===== src/rtl/touch_referee.sv =====
// rtl/touch_referee.sv - rally referee: touch counting, over-touch fault, scoring and serve.
// Optional TOUCH_REFEREE_DEUCE_EN: win requires a 2-point lead (or reaching 31).
module touch_referee #(
  parameter int MAX_TOUCHES  = 3,
  parameter int NET_X        = 512,
  parameter int BALL_SIZE    = 64,
  parameter int GHOST_CYCLES = 16_250_000,
  parameter int OVR_HOLD     = 1_300_000,
  parameter int WIN_SCORE    = 15
) (
  input  logic        clk,
  input  logic        rst,
  input  logic        pl1_col,
  input  logic        pl2_col,
  input  logic        gnd_col,
  input  logic [11:0] ball_posx,
  input  logic        new_game,
  output logic        ovr_touch,
  output logic        point_pl1,
  output logic        point_pl2,
  output logic [4:0]  score_pl1,
  output logic [4:0]  score_pl2,
  output logic        serve_side,
  output logic        game_over
);

  localparam int GW = $clog2(GHOST_CYCLES + 1);
  localparam int OW = $clog2(OVR_HOLD + 1);
  localparam int CW = $clog2(MAX_TOUCHES + 2);

  typedef enum logic [2:0] {SERVE, RALLY, FAULT, SETTLE, GAME_OVER} state_e;

  state_e          state_q, state_d;
  logic            pl1_s_q, pl1_p_q, pl2_s_q, pl2_p_q, gnd_s_q, gnd_p_q;
  logic [11:0]     posx_q;
  logic [CW-1:0]   cnt1_q, cnt1_d, cnt2_q, cnt2_d, n1, n2;
  logic [GW-1:0]   ghost_q, ghost_d;
  logic            ghost_pl_q, ghost_pl_d;
  logic [OW-1:0]   ovr_cnt_q, ovr_cnt_d;
  logic            ovr_q, ovr_d, pt1_q, pt1_d, pt2_q, pt2_d;
  logic [4:0]      score1_q, score1_d, score2_q, score2_d;
  logic            serve_q, serve_d, over_q, over_d;
  logic            pl1_ev, pl2_ev, gnd_ev, side, tk1, tk2, award1, award2, won;
  logic [12:0]     center;
  logic [5:0]      s1w, s2w;

  assign pl1_ev = pl1_s_q & ~pl1_p_q;
  assign pl2_ev = pl2_s_q & ~pl2_p_q;
  assign gnd_ev = gnd_s_q & ~gnd_p_q;
  assign center = {1'b0, posx_q} + 13'(BALL_SIZE / 2);
  assign side   = (center >= 13'(NET_X));

  // Simultaneous player edges: only the player on the ball's side counts; then the ghost filter applies.
  assign tk1 = pl1_ev && (!pl2_ev || !side) && !((ghost_q > GW'(1)) && !ghost_pl_q);
  assign tk2 = pl2_ev && (!pl1_ev || side) && !((ghost_q > GW'(1)) && ghost_pl_q);

  assign s1w = {1'b0, score1_q};
  assign s2w = {1'b0, score2_q};
`ifdef TOUCH_REFEREE_DEUCE_EN
  assign won = (s1w >= 6'(WIN_SCORE) && s1w >= s2w + 6'd2) ||
               (s2w >= 6'(WIN_SCORE) && s2w >= s1w + 6'd2) ||
               (score1_q == 5'd31) || (score2_q == 5'd31);
`else
  assign won = (s1w >= 6'(WIN_SCORE)) || (s2w >= 6'(WIN_SCORE));
`endif

  always_comb begin
    state_d    = state_q;
    cnt1_d     = cnt1_q;
    cnt2_d     = cnt2_q;
    ghost_d    = (ghost_q != '0) ? ghost_q - GW'(1) : '0;
    ghost_pl_d = ghost_pl_q;
    ovr_d      = ovr_q;
    ovr_cnt_d  = ovr_cnt_q;
    award1     = 1'b0;
    award2     = 1'b0;
    n1         = cnt1_q + CW'(1);
    n2         = cnt2_q + CW'(1);
    case (state_q)
      SERVE, RALLY: begin
        if (state_q == RALLY && gnd_ev) begin
          state_d = SETTLE;
          if (side) award1 = 1'b1;
          else      award2 = 1'b1;
        end else if (tk1) begin
          state_d = RALLY; cnt1_d = n1; cnt2_d = '0;
          ghost_d = GW'(GHOST_CYCLES); ghost_pl_d = 1'b0;
          if (n1 == CW'(MAX_TOUCHES + 1)) begin
            state_d = FAULT; award2 = 1'b1; ovr_d = 1'b1; ovr_cnt_d = OW'(OVR_HOLD - 1);
          end
        end else if (tk2) begin
          state_d = RALLY; cnt2_d = n2; cnt1_d = '0;
          ghost_d = GW'(GHOST_CYCLES); ghost_pl_d = 1'b1;
          if (n2 == CW'(MAX_TOUCHES + 1)) begin
            state_d = FAULT; award1 = 1'b1; ovr_d = 1'b1; ovr_cnt_d = OW'(OVR_HOLD - 1);
          end
        end
      end
      FAULT: begin
        cnt1_d = '0; cnt2_d = '0; ghost_d = '0;
        if (ovr_cnt_q == '0) begin
          ovr_d = 1'b0; state_d = SETTLE;
        end else begin
          ovr_cnt_d = ovr_cnt_q - OW'(1);
        end
      end
      SETTLE: begin
        cnt1_d = '0; cnt2_d = '0; ghost_d = '0;
        if (!gnd_s_q && !pl1_s_q && !pl2_s_q) state_d = won ? GAME_OVER : SERVE;
      end
      GAME_OVER: begin
        cnt1_d = '0; cnt2_d = '0; ghost_d = '0;
      end
      default: state_d = SERVE;
    endcase

    pt1_d    = award1;
    pt2_d    = award2;
    score1_d = (award1 && score1_q != 5'd31) ? score1_q + 5'd1 : score1_q;
    score2_d = (award2 && score2_q != 5'd31) ? score2_q + 5'd1 : score2_q;
    serve_d  = award1 ? 1'b0 : (award2 ? 1'b1 : serve_q);

    if (new_game) begin
      state_d = SERVE; cnt1_d = '0; cnt2_d = '0; ghost_d = '0; ovr_d = 1'b0; ovr_cnt_d = '0;
      pt1_d = 1'b0; pt2_d = 1'b0; score1_d = '0; score2_d = '0; serve_d = 1'b0;
    end
    over_d = (state_d == GAME_OVER);
  end

  always_ff @(posedge clk) begin
    if (!rst) begin
      state_q <= SERVE;
      {pl1_s_q, pl1_p_q, pl2_s_q, pl2_p_q, gnd_s_q, gnd_p_q} <= 6'b111111;
      posx_q <= '0; cnt1_q <= '0; cnt2_q <= '0; ghost_q <= '0; ghost_pl_q <= 1'b0;
      ovr_cnt_q <= '0; ovr_q <= 1'b0; pt1_q <= 1'b0; pt2_q <= 1'b0;
      score1_q <= '0; score2_q <= '0; serve_q <= 1'b0; over_q <= 1'b0;
    end else begin
      state_q <= state_d;
      pl1_s_q <= pl1_col; pl1_p_q <= pl1_s_q;
      pl2_s_q <= pl2_col; pl2_p_q <= pl2_s_q;
      gnd_s_q <= gnd_col; gnd_p_q <= gnd_s_q;
      posx_q <= ball_posx; cnt1_q <= cnt1_d; cnt2_q <= cnt2_d;
      ghost_q <= ghost_d; ghost_pl_q <= ghost_pl_d;
      ovr_cnt_q <= ovr_cnt_d; ovr_q <= ovr_d; pt1_q <= pt1_d; pt2_q <= pt2_d;
      score1_q <= score1_d; score2_q <= score2_d; serve_q <= serve_d; over_q <= over_d;
    end
  end

  assign ovr_touch  = ovr_q;
  assign point_pl1  = pt1_q;
  assign point_pl2  = pt2_q;
  assign score_pl1  = score1_q;
  assign score_pl2  = score2_q;
  assign serve_side = serve_q;
  assign game_over  = over_q;

endmodule


===== config.mk =====
export PLATFORM = sky130hd
export DESIGN_NAME = touch_referee
export DESIGN_NICKNAME = d
export VERILOG_FILES = /design/src/rtl/touch_referee.sv
export SDC_FILE = /design/constraint.sdc
export NUM_CORES = 1
export LEC_CHECK = 0
export ABC_CLOCK_PERIOD_IN_PS = 2800
export BUFFER_PORTS_ARGS = -buffer_cell sky130_fd_sc_hd__buf_2
export CAP_MARGIN = 20
export CORE_UTILIZATION = 50
export DETAILED_ROUTE_END_ITERATION = 10
export PLACE_DENSITY = 0.68
export SLEW_MARGIN = 15
export SYNTH_ARGS = -nofsm -noshare
export SYNTH_HDL_FRONTEND = slang
export SYNTH_SLANG_ARGS = --single-unit

===== constraint.sdc =====
create_clock -name clk -period 2.8 [get_ports clk]
set_input_delay 0.7 -clock clk [delete_from_list [all_inputs] [get_ports clk]]
set_output_delay 0.7 -clock clk [all_outputs]
set_load 0.01 [all_outputs]

== Word level (Yosys, flattened, before mapping) ==
Cells that the tools add are included.

* Register bits after elaboration: 88
* Input port bits: 18
* Output and inout bits: 15
* Word-level logic and storage cells: 141

* $add $sub $neg: 7
* Magnitude comparators: 4
* Equal/unequal tests: 15
* Muxes and demuxes: 50
* Bitwise gates (word level): 8
* Reduce and logical (&&, ||, !) cells: 37

{| class="wikitable"
|+ Operator list
! operator !! number
|-
| $mux W21 || 6
|-
| $mux W24 || 4
|-
| $pmux W24 S2 || 1
|-
| $pmux W21 S2 || 1
|-
| $mux W3 || 13
|-
| $gt A24 B1 Y1 const B || 1
|-
| $reduce_bool A24 Y1 || 1
|-
| $sub A24 B1 Y24 const B || 1
|-
| $logic_not A21 Y1 || 1
|-
| $sub A21 B1 Y21 const B || 1
|-
| $mux W1 || 19
|-
| $add A12 B6 Y13 const B || 1
|-
| $ge A13 B10 Y1 const B || 1
|-
| $eq A3 B3 Y1 const B || 4
|-
| $pmux W3 S2 || 2
|-
| $pmux W3 S4 || 1
|-
| $reduce_and A6 Y1 || 2
|-
| $logic_and A1 B1 Y1 || 11
|-
| $add A5 B1 Y5 const B || 2
|-
| $ge A5 B4 Y1 const B || 2
|-
| $ne A5 B5 Y1 const B || 2
|-
| $logic_not A1 Y1 || 9
|-
| $ne A3 B3 Y1 const B || 3
|-
| $add A3 B1 Y3 const B || 2
|-
| other kinds (13) || 30
|}

== Longest topological paths before layout ==
Gate-level depths: netlist of run 1.

* Depth after elaboration: 12
* Gate-level depth with buffers: 10
* Mapped depth without buffers: 9

== Worst setup path after synthesis of run 1 ==
No wires, ideal clock.

* Kind: register -> register
* Start: reg posx_q[5]
* End: reg ovr_cnt_q[15]
* Setup time: 0.071 ns
* Data arrival time: 2.346 ns
* Required time: 2.729 ns
* Setup slack: 0.383 ns
* Stages on the path, launching flop included: 9
* Buffers on the path: 0
* Period minus slack after synthesis: 2.417 ns
* Path through: dfxtp_1 ha_1 and3_4 or4_4 a31oi_2 nand2_4 mux2i_2 or4_1 a21oi_1

* Cells in the longest elaborated chain, start to end: 9
* Elaborated cells on any way between the ends: 16
* Classes of those cells: add/sub (1); order compare (1); eq/ne (3); mux (3); reduce/logical (8)

{| class="wikitable"
|+ RTL lines
! element !! RTL line !! source
|-
| start, declared || 35 || <nowiki>logic [11:0] posx_q;</nowiki>
|-
| start signal, assigned || 142 || <nowiki>posx_q <= ball_posx; cnt1_q <= cnt1_d; cnt2_q <= cnt2_d;</nowiki>
|-
| $add A12 B6 Y13 * || 50 || <nowiki>assign center = {1'b0, posx_q} + 13'(BALL_SIZE / 2);</nowiki>
|-
| $ge A13 B10 Y1 * || 51 || <nowiki>assign side = (center >= 13'(NET_X));</nowiki>
|-
| $logic_not A1 Y1 || 54 || <nowiki>assign tk1 = pl1_ev && (!pl2_ev || !side) && !((ghost_q > GW'(1)) && !ghost_pl_q);</nowiki>
|-
| $logic_or A1 B1 Y1 || 54 ||
|-
| $logic_and A1 B1 Y1 (2 in series) || 54 ||
|-
| $mux W21 || 85 || <nowiki>end else if (tk1) begin</nowiki>
|-
| $mux W21 || 81 || <nowiki>if (state_q == RALLY && gnd_ev) begin</nowiki>
|-
| $pmux W21 S2 || 79 || <nowiki>case (state_q)</nowiki>
|-
| end signal, assigned || 144 || <nowiki>ovr_cnt_q <= ovr_cnt_d; ovr_q <= ovr_d; pt1_q <= pt1_d; pt2_q <= pt2_d;</nowiki>
|-
| end, declared || 39 || <nowiki>logic [OW-1:0] ovr_cnt_q, ovr_cnt_d;</nowiki>
|}

Mark *: on every way between the ends. The rest lies on a longest branch, timed or not. The select of a mux whose other input is x is not followed.
A chain may end at the register's enable or synchronous reset.

== Final worst setup path of run 1 ==
Ends and elaborated chain as after synthesis.

==> run metrics, run 1 <==
status finished clean; R2R setup slack ~0.21 ns; Top FF cell, synth dfxtp_1; worst path arrival time approximately 2.9 ns; worst r2r path cells 8; Critical Path Fanout Max 5; Post-Syn Instances 480; Least-Margin Pin Slew 0.584 ns; Synth cell types 69; TritonCTS clock tree yes; total number of vias approximately 3,600; largest net degree at the start of global routing 30; Hold Path Class reg2reg; crit path kind reg2reg; # rows 32; vias in the first global route 3,235; routed length per placed instance 14.0 um; half-perimeter wire length after detailed placement roughly 6.1 mm; mux contribution to synthesized area 0.0120; Worst-path clk slew about 0.08 ns; leading cell types by total area after synthesis dfxtp_1 (40%), nor2_1 (4.5%), ha_1 (4.2%); Max clock buf depth 2; DR pass1 iterations 4; hold_sp gnd_s_q$_SDFF_PN1_; top cell type's share of synthesized area 0.398; required time of the critical path 3.09 ns; sequential fraction of the synthesis area 0.398; XOR/XNOR share of the synthesized area 0.0461; final std cells w/o fill 618; die height 93.4 um; gr usage total 0.214; metal2 WL 3.99 mm; PwrDens between 900 and 1000 mW/mm2; CP Cell Sequence ha_1 -> and3_4 -> or4_4 -> a31oi_2 -> nand2_4 -> mux2i_2 -> or4_1 -> a21oi_1; leakage 1.92 nW; Seq. cell area between 0.0015 and 0.002 mm2; EDFF count, synth 0; Slowest-stage cell, CP or4_1; Synth Register Bits a little over 80; fraction of the mapped netlist area in simple logic gates 0.274; Tmin final 2.59 ns; # diodes 0; CTS H-Tree Depth 3; r2r startpoint posx_q[5]$_SDFF_PN0_; Max-slew headroom 0.611; Max IR drop VDD between 500 and 600 uV; Num CTS Buffers 9; final hold violation count 0; Die Wd 93.4 um; Worst Hold Endpoint gnd_p_q$_SDFF_PN1_; Slew Viols, Final 0; Adder-Cell Fraction of Synth Area 0.0419; Synth area leader dfxtp_1; period utilization 0.924; Syn Nets 512; GR Overflow Total 0; synth warn 0; FFs w/ async S/R, synth 0; DR iter-0 viols 180; hold buffer count at cts 0; fin nets 543; multi-input logic area 0.00238 mm2; Port Buf Inserts 27; Routed Antenna Nets 0; Filler Cell Count 688; DRT met1 WL 4.23 mm; starting density of the core 0.530; Top Ports 33; FMAX roughly 0.39 GHz; Setup Viol. Count Final 0; Compound-Gate Fraction of Synth Area 0.193; routed wl met3 296 um; CORE AREA 0.00789 mm2; RSZ-0062 raised after global routing no; clock skew approximately 0.012 ns; Placed Cells about 600; max incr delay on CP 0.54 ns; Cell Area, Synth between 0.004 and 0.005 mm2; initial antenna violation count 0; Post-Syn Area per Cell 8.70 um2; Post-Route WL roughly 8.6 mm; die footprint 0.00872 mm2; Root Driver clkbuf_8; RD Place Congestion ~0.82; CP Capture Type register; CTS Sinks 83; top sig layer met4; WHS Path Cells 1; first-pass GRT wire length between 10 and 15 mm; final core utilization 0.590; average vias per placed instance about 5.8; FF-to-FF End ovr_cnt_q[15]$_SDFFE_PP0P_; drt drc 0; critical path launch point type register; Clock Latency Late Sink 0.35 ns; largest family of logic cells by synthesized area simple AND/OR/NAND/NOR gates; Syn-to-layout area delta 11.5%; layout cells sized above 1 0.163; Final TNS setup 0 ns; MaxCap Viol Count 0
## power breakdown
part	switching [mW]	total [mW]	internal, mW
sequential	0.171	1.52	1.35
clock	0.416	0.920	0.504
combinational	1.10	1.88	0.780
total	1.69	4.32	2.64
## state kept, by name, indices dropped and copies added, names as in the netlist
name and flops:
cnt1_q 3, ovr_cnt_q 21, gnd_s_q 1, pl1_s_q 1
ghost_q 24, ghost_pl_q 1, pl2_p_q 1, posx_q 7
score_pl1 5, gnd_p_q 1, state_q 3, score_pl2 5
cnt2_q 3, point_pl2 1, game_over 1, pl2_s_q 1
serve_side 1, point_pl1 1, ovr_touch 1, pl1_p_q 1
## layout by cell type (no fill, tap or decap), types with 3 or more instances in the layout
cell / Yosys / routed
and3_1: 4 / 4
buf_2: 1 / 27
xor2_1: 14 / 14
nor2_1: 50 / 50
nor3_1: 15 / 15
a31o_2: 3 / 3
o21a_1: 4 / 4
nand4b_1: 5 / 5
nor2b_1: 5 / 5
a31oi_1: 13 / 13
or3_1: 9 / 9
nor4_1: 5 / 5
nand3b_1: 4 / 4
dfxtp_1: 83 / 83
nand2b_1: 13 / 13
nand4_1: 6 / 6
or4_1: 4 / 4
a211oi_1: 6 / 6
nand3_1: 13 / 12
a311oi_1: 8 / 8
nor4_2: 4 / 4
buf_4: 0 / 12
o21ai_0: 15 / 15
a21oi_1: 34 / 34
xnor2_1: 8 / 8
o211a_1: 3 / 3
and2_1: 10 / 10
inv_1: 15 / 15
nand2_1: 36 / 36
ha_1: 14 / 14
nor3b_1: 5 / 5
clkbuf_1: 14 / 3
o31ai_1: 6 / 6
clkbuf_8: 0 / 9
or2_2: 4 / 4
## per-layer routing
| layer | up-vias | global-route usage |
|---|---|---|
| li1 | 1803 | - |
| met1 | 1681 | 0.291 |
| met2 | 70 | 0.344 |
| met3 | 12 | 0.0293 |
| met4 | 0 | 0.0782 |
| met5 | - | 0 |
## cell usage after synthesis (6+ instances only)
master,instances
nand3_1,13
a31oi_1,13
o21ai_0,15
o31ai_1,6
nand4_1,6
a211oi_1,6
dfxtp_1,83
ha_1,14
and2_1,10
nand2b_1,13
nor2_1,50
nor3_1,15
a311oi_1,8
clkbuf_1,14
or3_1,9
a21oi_1,34
xnor2_1,8
xor2_1,14
inv_1,15
nand2_1,36
## worst max path at each step
stage | slack [ns] | start | end | cells after the start
finish | 0.21 | posx_q[5]$_SDFF_PN0_ | ovr_cnt_q[15]$_SDFFE_PP0P_ | 8
global route | 0.03 | ghost_q[5]$_SDFF_PP0_ | ovr_cnt_q[15]$_SDFFE_PP0P_ | 7
CTS | 0.20 | posx_q[5]$_SDFF_PN0_ | ovr_cnt_q[15]$_SDFFE_PP0P_ | 8
detailed placement | 0.21 | ghost_q[0]$_SDFF_PP0_ | ghost_q[5]$_SDFF_PP0_ | 8
global placement | 0.24 | posx_q[5]$_SDFF_PN0_ | ovr_cnt_q[15]$_SDFFE_PP0P_ | 8
floorplan | 0.38 | posx_q[5]$_SDFF_PN0_ | ovr_cnt_q[15]$_SDFFE_PP0P_ | 8
## cells by family (layout without fill, tap and decap cells)
family / after synthesis / in the layout
and+or+nand+nor: 205 / 205
AOI/OAI and AO/OA: 118 / 118
DFF: 83 / 83
buffers and inverters: 34 / 70
xor gates and xnor gates: 22 / 22
adders and majority gates: 14 / 14
muxes: 4 / 4
## worst max-delay path: cells and delay by family, from the launching register on
| family | cells | cell delay, ns |
|---|---|---|
| fa+ha+maj | 1 | 0.20 |
| compound gates | 2 | 0.51 |
| flops | 1 | 0.31 |
| mux | 1 | 0.23 |
| simple gates | 4 | 1.28 |
## what timing repair did
action,CTS,global route
setup endpoints to repair,0,7
setup buffers,0,0
resized for setup,0,1
## metrics by stage
step	setup slack, ns	hold WS (ns)	cell area (um2)	power, mW
3_5_place_dp	0.212	0.443	4440	3.42
4_1_cts	0.201	0.461	4650	4.34
5_1_grt	0.0269	0.473	4660	4.67
2_1_floorplan	0.383	0.425	4180	3.04
3_3_place_gp	0.238	0.444	4440	3.36
6_report	0.213	0.458	4660	4.32
## cell type report
| class | instances | share of cell area |
|---|---|---|
| Multi-Input combinational cell | 363 | 0.510 |
| Timing Repair Buffer | 39 | 0.0484 |
| Inverter | 15 | 0.0121 |
| Sequential cell | 83 | 0.357 |
| Clock buffer | 12 | 0.0290 |
| Tap cell | 102 | 0.0274 |
| Clock inverter | 4 | 0.0161 |
(Power assumes the default switching activity.)
==> run 2: changes to the inputs <==
==> constraint.sdc (replaced) <==
create_clock -name clk -period 2.8 [get_ports clk]
set_input_delay 0.42 -clock clk [delete_from_list [all_inputs] [get_ports clk]]
set_output_delay 0.42 -clock clk [all_outputs]
set_load 0.01 [all_outputs]
==> run 2 against run 1 <==
Effect of this change:
- total power fell by 1.1%
- final cell count did not move
- combinational power barely moved
- worst setup slack improved by 0.030 ns
- non-clock buffer count did not move
- maximum frequency rose by 1.2%
- register-to-register slack improved by 0.03 ns
- die area did not move
- clock skew fell by 0.00051 ns
==> run metrics, run 2 (same netlist as run 1, synthesis figures left out) <==
Max clock buf depth 2 (unchanged); average vias per placed instance 5.68 (-1.5%); largest registers ghost_q: 24 flops, ovr_cnt_q: 21 flops, posx_q: 7 flops; period utilization 0.913 (-0.0107); number of flip-flops in the largest register 24 (unchanged); Slew Viols, Final 0 (unchanged); largest net degree at the start of global routing 30 (unchanged); Clock Latency Late Sink 0.35 ns (about the same); Placed Cells 602 (unchanged); gr usage total 0.212 (-0.00140); required time of the critical path 3.09 ns (about the same); GR Overflow Total 0 (unchanged); Post-Route WL 8.65 mm (+0.28%); Syn-to-layout area delta 11.3%; most common cell after layout, fill and taps aside dfxtp_1; Port Buf Inserts 27 (unchanged); DR pass1 iterations 4 (unchanged); CTS H-Tree Depth 3 (unchanged); PwrDens 920 mW/mm2 (-0.89%); layout cells sized above 1 0.167 (+0.00388); Die Wd 93.4 um (unchanged); routed length per placed instance 14.0 um (+0.28%); final hold violation count 0 (unchanged); critical path launch point type register; total number of vias 3,511 (-1.5%); # diodes 0 (unchanged); Max IR drop VDD 478 uV (-12%); CTS Sinks 83 (unchanged); Worst-path clk slew 0.08 ns (about the same); CORE AREA 0.00789 mm2 (unchanged); clock skew 0.0116 ns (-0.000505 ns); leakage 1.92 nW (-0.17%); Critical Path Fanout Max 4 (-1); Top Ports 33 (unchanged); die footprint 0.00872 mm2 (unchanged); Num CTS Buffers 9 (unchanged); Root Driver clkbuf_8; initial antenna violation count 0 (unchanged); Final TNS setup 0 ns (unchanged); Total Power 4.28 mW (-1.1%); most frequent cells in the layout dfxtp_1 (83), nor2_1 (50), nand2_1 (36), a21oi_1 (34), buf_2 (27); status finished clean; TritonCTS clock tree yes; first-pass GRT wire length 14.8 mm (-0.79%); fin nets 543 (unchanged); final std cells w/o fill 618 (unchanged); DR iter-0 viols 149 (-17%); largest reg by FF count ghost_q; CP Capture Type register; RD Place Congestion 0.810 (-1.4%); half-perimeter wire length after detailed placement 6.08 mm (+0.27%); starting density of the core 0.530 (unchanged); drt drc 0 (unchanged); Filler Cell Count 690 (+0.29%); FMAX 0.391 GHz (+1.2%); vias in the first global route 3,210 (-0.77%); Hold Path Class in2reg; RSZ-0062 raised after global routing no; Tmin final 2.56 ns (-0.0301 ns); Max-slew headroom 0.601 (-0.00955); worst path arrival time 2.84 ns (-0.04 ns); crit path kind reg2reg; die height 93.4 um (unchanged); Least-Margin Pin Slew 0.598 ns (+0.0143 ns); # rows 32 (unchanged); Setup Viol. Count Final 0 (unchanged); MaxCap Viol Count 0 (unchanged); Routed Antenna Nets 0 (unchanged)
run 2: per-layer routing:
| metal | part of all wire | GRT usage | up-vias |
|---|---|---|---|
| met5 | 0 | 0 | - |
| met4 | 0.014 | 0.0872 | 0 |
| met3 | 0.028 | 0.0301 | 9 |
| met2 | 0.47 | 0.344 | 55 |
| met1 | 0.49 | 0.283 | 1642 |
| li1 | - | - | 1805 |
run 2: final timing paths:
kind	start	endpoint	slack, ns	cells after the start
min reg2reg	gnd_s_q$_SDFF_PN1_	gnd_p_q$_SDFF_PN1_	0.46	1
max	posx_q[5]$_SDFF_PN0_	ovr_cnt_q[15]$_SDFFE_PP0P_	0.24	9
max reg2reg	posx_q[5]$_SDFF_PN0_	ovr_cnt_q[15]$_SDFFE_PP0P_	0.24	9
min	gnd_col	gnd_s_q$_SDFF_PN1_	0.24	2
run 2: worst max-delay path: stages, from the launching register on:
cell and delay (ns):
dfxtp_1 0.32, ha_1 0.20, and3_4 0.16, or4_4 0.44
a311oi_2 0.31, o31a_2 0.21, a21oi_2 0.10, buf_4 0.17
or4_1 0.46, a21oi_1 0.12
run 2: report_power, final:
part	internal (mW)	total (mW)	switching, mW
clock network	0.432	0.850	0.418
logic	0.783	1.90	1.11
registers	1.35	1.53	0.175
run 2: final cells by class:
cell class / count / area [um2] / share of cell area
clock buffers: 11 / 141 / 0.0304
clock inverters: 5 / 52.6 / 0.0113
inverters: 15 / 56.3 / 0.0121
multi-input cells: 363 / 2380 / 0.513
flip-flops and latches: 83 / 1660 / 0.358
well taps: 102 / 128 / 0.0275
repair buffers: 39 / 225 / 0.0485
run 2: stage by stage:
step	util	setup WS, ns	hold WS [ns]	area [um2]
final	0.589	0.243	0.243	4650
after global routing	0.589	0.0629	0.240	4650
after CTS	0.588	0.185	0.233	4640
after detailed placement	0.563	0.213	0.447	4440
after global placement	0.563	0.265	0.445	4440
after floorplan	-	0.383	0.425	4180
run 2: repair_timing:
item / 4_1_cts / 5_1_grt
hold endpoints to repair: 0 / 0
endpoints found under the setup margin: 0 / 10
buffers inserted: 0 / 0
resized for setup: 0 / 2
hold buffers: 0 / 0
==> run 3: changes to the inputs <==
--- a/config.mk
+++ b/config.mk
@@ -8,9 +8,12 @@
 export ABC_CLOCK_PERIOD_IN_PS = 2800
 export BUFFER_PORTS_ARGS = -buffer_cell sky130_fd_sc_hd__buf_2
 export CAP_MARGIN = 20
-export CORE_UTILIZATION = 50
+export CELL_PAD_IN_SITES_DETAIL_PLACEMENT = 0
+export CELL_PAD_IN_SITES_GLOBAL_PLACEMENT = 2
+export CORE_UTILIZATION = 37
 export DETAILED_ROUTE_END_ITERATION = 10
-export PLACE_DENSITY = 0.68
+export HOLD_SLACK_MARGIN = 0.15
+export PLACE_DENSITY_LB_ADDON = 0.1
 export SLEW_MARGIN = 15
 export SYNTH_ARGS = -nofsm -noshare
 export SYNTH_HDL_FRONTEND = slang
==> run 3 against run 2 <==
Effect of this change:
- non-clock buffer count up 7
- wire length up 10%
- via count is 0.88% higher
- combinational power about the same
- critical path type unchanged
- largest cell class unchanged
==> run metrics, run 3 (same netlist as run 1, synthesis figures left out) <==
status finished clean; Tmin final 2.60 ns (+0.0391 ns); critical path launch point type register; fin nets 550 (+1.3%); half-perimeter wire length after detailed placement 6.62 mm (+8.8%); final hold violation count 0 (unchanged); Least-Margin Pin Slew 0.627 ns (+0.0288 ns); Syn-to-layout area delta 15.8%; Max clock buf depth 2 (unchanged); CTS Sinks 83 (unchanged); total number of vias 3,542 (+0.88%); Final Instance Area 0.00483 mm2 (+4.0%); Setup Viol. Count Final 0 (unchanged); CTS H-Tree Depth 3 (unchanged); Placed Cells 647 (+7.5%); worst r2r path cells 9 (unchanged); RD Place Congestion 0.750 (-7.4%); Clock Latency Late Sink 0.33 ns (-0.02 ns); postcts setup bufs 0 (unchanged); final core utilization 0.442 (-0.147); Root Driver clkbuf_16; most frequent cells in the layout dfxtp_1 (83), nor2_1 (50), nand2_1 (36), a21oi_1 (34), buf_2 (27); most common cell after layout, fill and taps aside dfxtp_1; MaxCap Viol Count 0 (unchanged); crit path kind reg2reg; hold buffer count at cts 0 (unchanged); drt drc 0 (unchanged); worst setup path end ovr_cnt_q[15]$_SDFFE_PP0P_; first-pass GRT wire length 16.5 mm (+12%); DR pass1 iterations 4 (unchanged); RSZ-0062 raised after global routing no; gr usage total 0.182 (-0.0304); Post-Route WL 9.52 mm (+10%); Hold Path Class in2reg; Gates resized, CTS repair 0 (unchanged); period utilization 0.927 (+0.0140); Routed Antenna Nets 0 (unchanged); die height 108 um (+16%); FF-to-FF End ovr_cnt_q[15]$_SDFFE_PP0P_; starting density of the core 0.382 (-0.148); CP Capture Type register; layout cells sized above 1 0.174 (+0.00733); Filler Cell Count 1,121 (+62%); required time of the critical path 3.06 ns (-0.03 ns); Top Ports 33 (unchanged); routed length per placed instance 14.4 um (+2.6%); hold slack 0.264 ns (+0.0207 ns); largest reg by FF count ghost_q; GRT busiest layer met2; Critical Path Fanout Max 5 (+1); routing usage on met1 0.253 (-0.0300); DR iter-0 viols 184 (+23%); Num CTS Buffers 9 (unchanged); Max IR drop VDD 505 uV (+5.6%); initial antenna violation count 0 (unchanged); die footprint 0.0117 mm2 (+34%); R2R setup slack 0.20 ns (-0.04 ns); TritonCTS clock tree yes; vias in the first global route 3,419 (+6.5%); Setup WS pre-CTS 0.194 ns (-0.0187 ns); average vias per placed instance 5.34 (-6.0%); Final TNS setup 0 ns (unchanged); final std cells w/o fill 663 (+7.3%); largest registers ghost_q: 24 flops, ovr_cnt_q: 21 flops, posx_q: 7 flops; Port Buf Inserts 27 (unchanged); placed cell area 0.00454 mm2 (+2.3%); CORE AREA 0.0109 mm2 (+39%); Slew Viols, Final 0 (unchanged); # diodes 0 (unchanged); Die Wd 108 um (+16%); Worst-path clk slew 0.06 ns (-0.02 ns); largest net degree at the start of global routing 30 (unchanged); PwrDens 952 mW/mm2 (+3.5%); clock skew 0.00547 ns (-0.00610 ns); # rows 38 (+19%); leakage 2.00 nW (+4.2%); final worst setup slack 0.204 ns (-0.0391 ns); hold_sp pl2_col; r2r startpoint posx_q[5]$_SDFF_PN0_; FMAX 0.385 GHz (-1.5%); GR Overflow Total 0 (unchanged); worst path arrival time 2.86 ns (+0.02 ns); Worst setup startpoint posx_q[5]$_SDFF_PN0_; met2 Use GR 0.272 (-0.0721); Max-slew headroom 0.579 (-0.0227); number of flip-flops in the largest register 24 (unchanged); met3 Usage GRT 0.0301 (+0.0000573); Total Power 4.60 mW (+7.7%)
run 3: worst min path at each step:
stage                     slack (ns)  cells past startpoint            endpoint
after floorplan                 0.43                      1  gnd_p_q$_SDFF_PN1_
after global placement          0.45                      1  pl1_p_q$_SDFF_PN1_
after detailed placement        0.45                      1  gnd_p_q$_SDFF_PN1_
after CTS                       0.25                      2  pl2_s_q$_SDFF_PN1_
after global routing            0.26                      2  pl2_s_q$_SDFF_PN1_
final                           0.26                      2  pl2_s_q$_SDFF_PN1_
run 3: where the power goes:
group / switching [mW] / total [mW] / internal (mW)
Combinational: 1.11 / 1.92 / 0.817
Sequential: 0.173 / 1.53 / 1.36
Clock: 0.455 / 1.15 / 0.698
Total: 1.73 / 4.60 / 2.87
run 3: cell type report:
type,count,area (um2),share of cell area
clock buffers,15,288,0.0595
repair buffers,46,278,0.0575
inverters,15,56.3,0.0116
clock inverters,1,5.00,0.00104
flip-flops and latches,83,1660,0.344
multi-input cells,363,2370,0.490
well taps,140,175,0.0362
run 3: critical path, cell delays in order, from the launching register on:
cell and delay (ns):
dfxtp_1 0.31, ha_1 0.20, and3_4 0.15, or4_4 0.45, a311oi_2 0.32, o31a_2 0.22, a21oi_2 0.13, buf_4 0.15
or4_1 0.46, a21oi_1 0.13
run 3: routing by layer:
layer | part of all wire | routed length [um]
met5 | 0 | 0
met4 | 0.018 | 169
met3 | 0.023 | 215
met2 | 0.44 | 4190
met1 | 0.52 | 4950
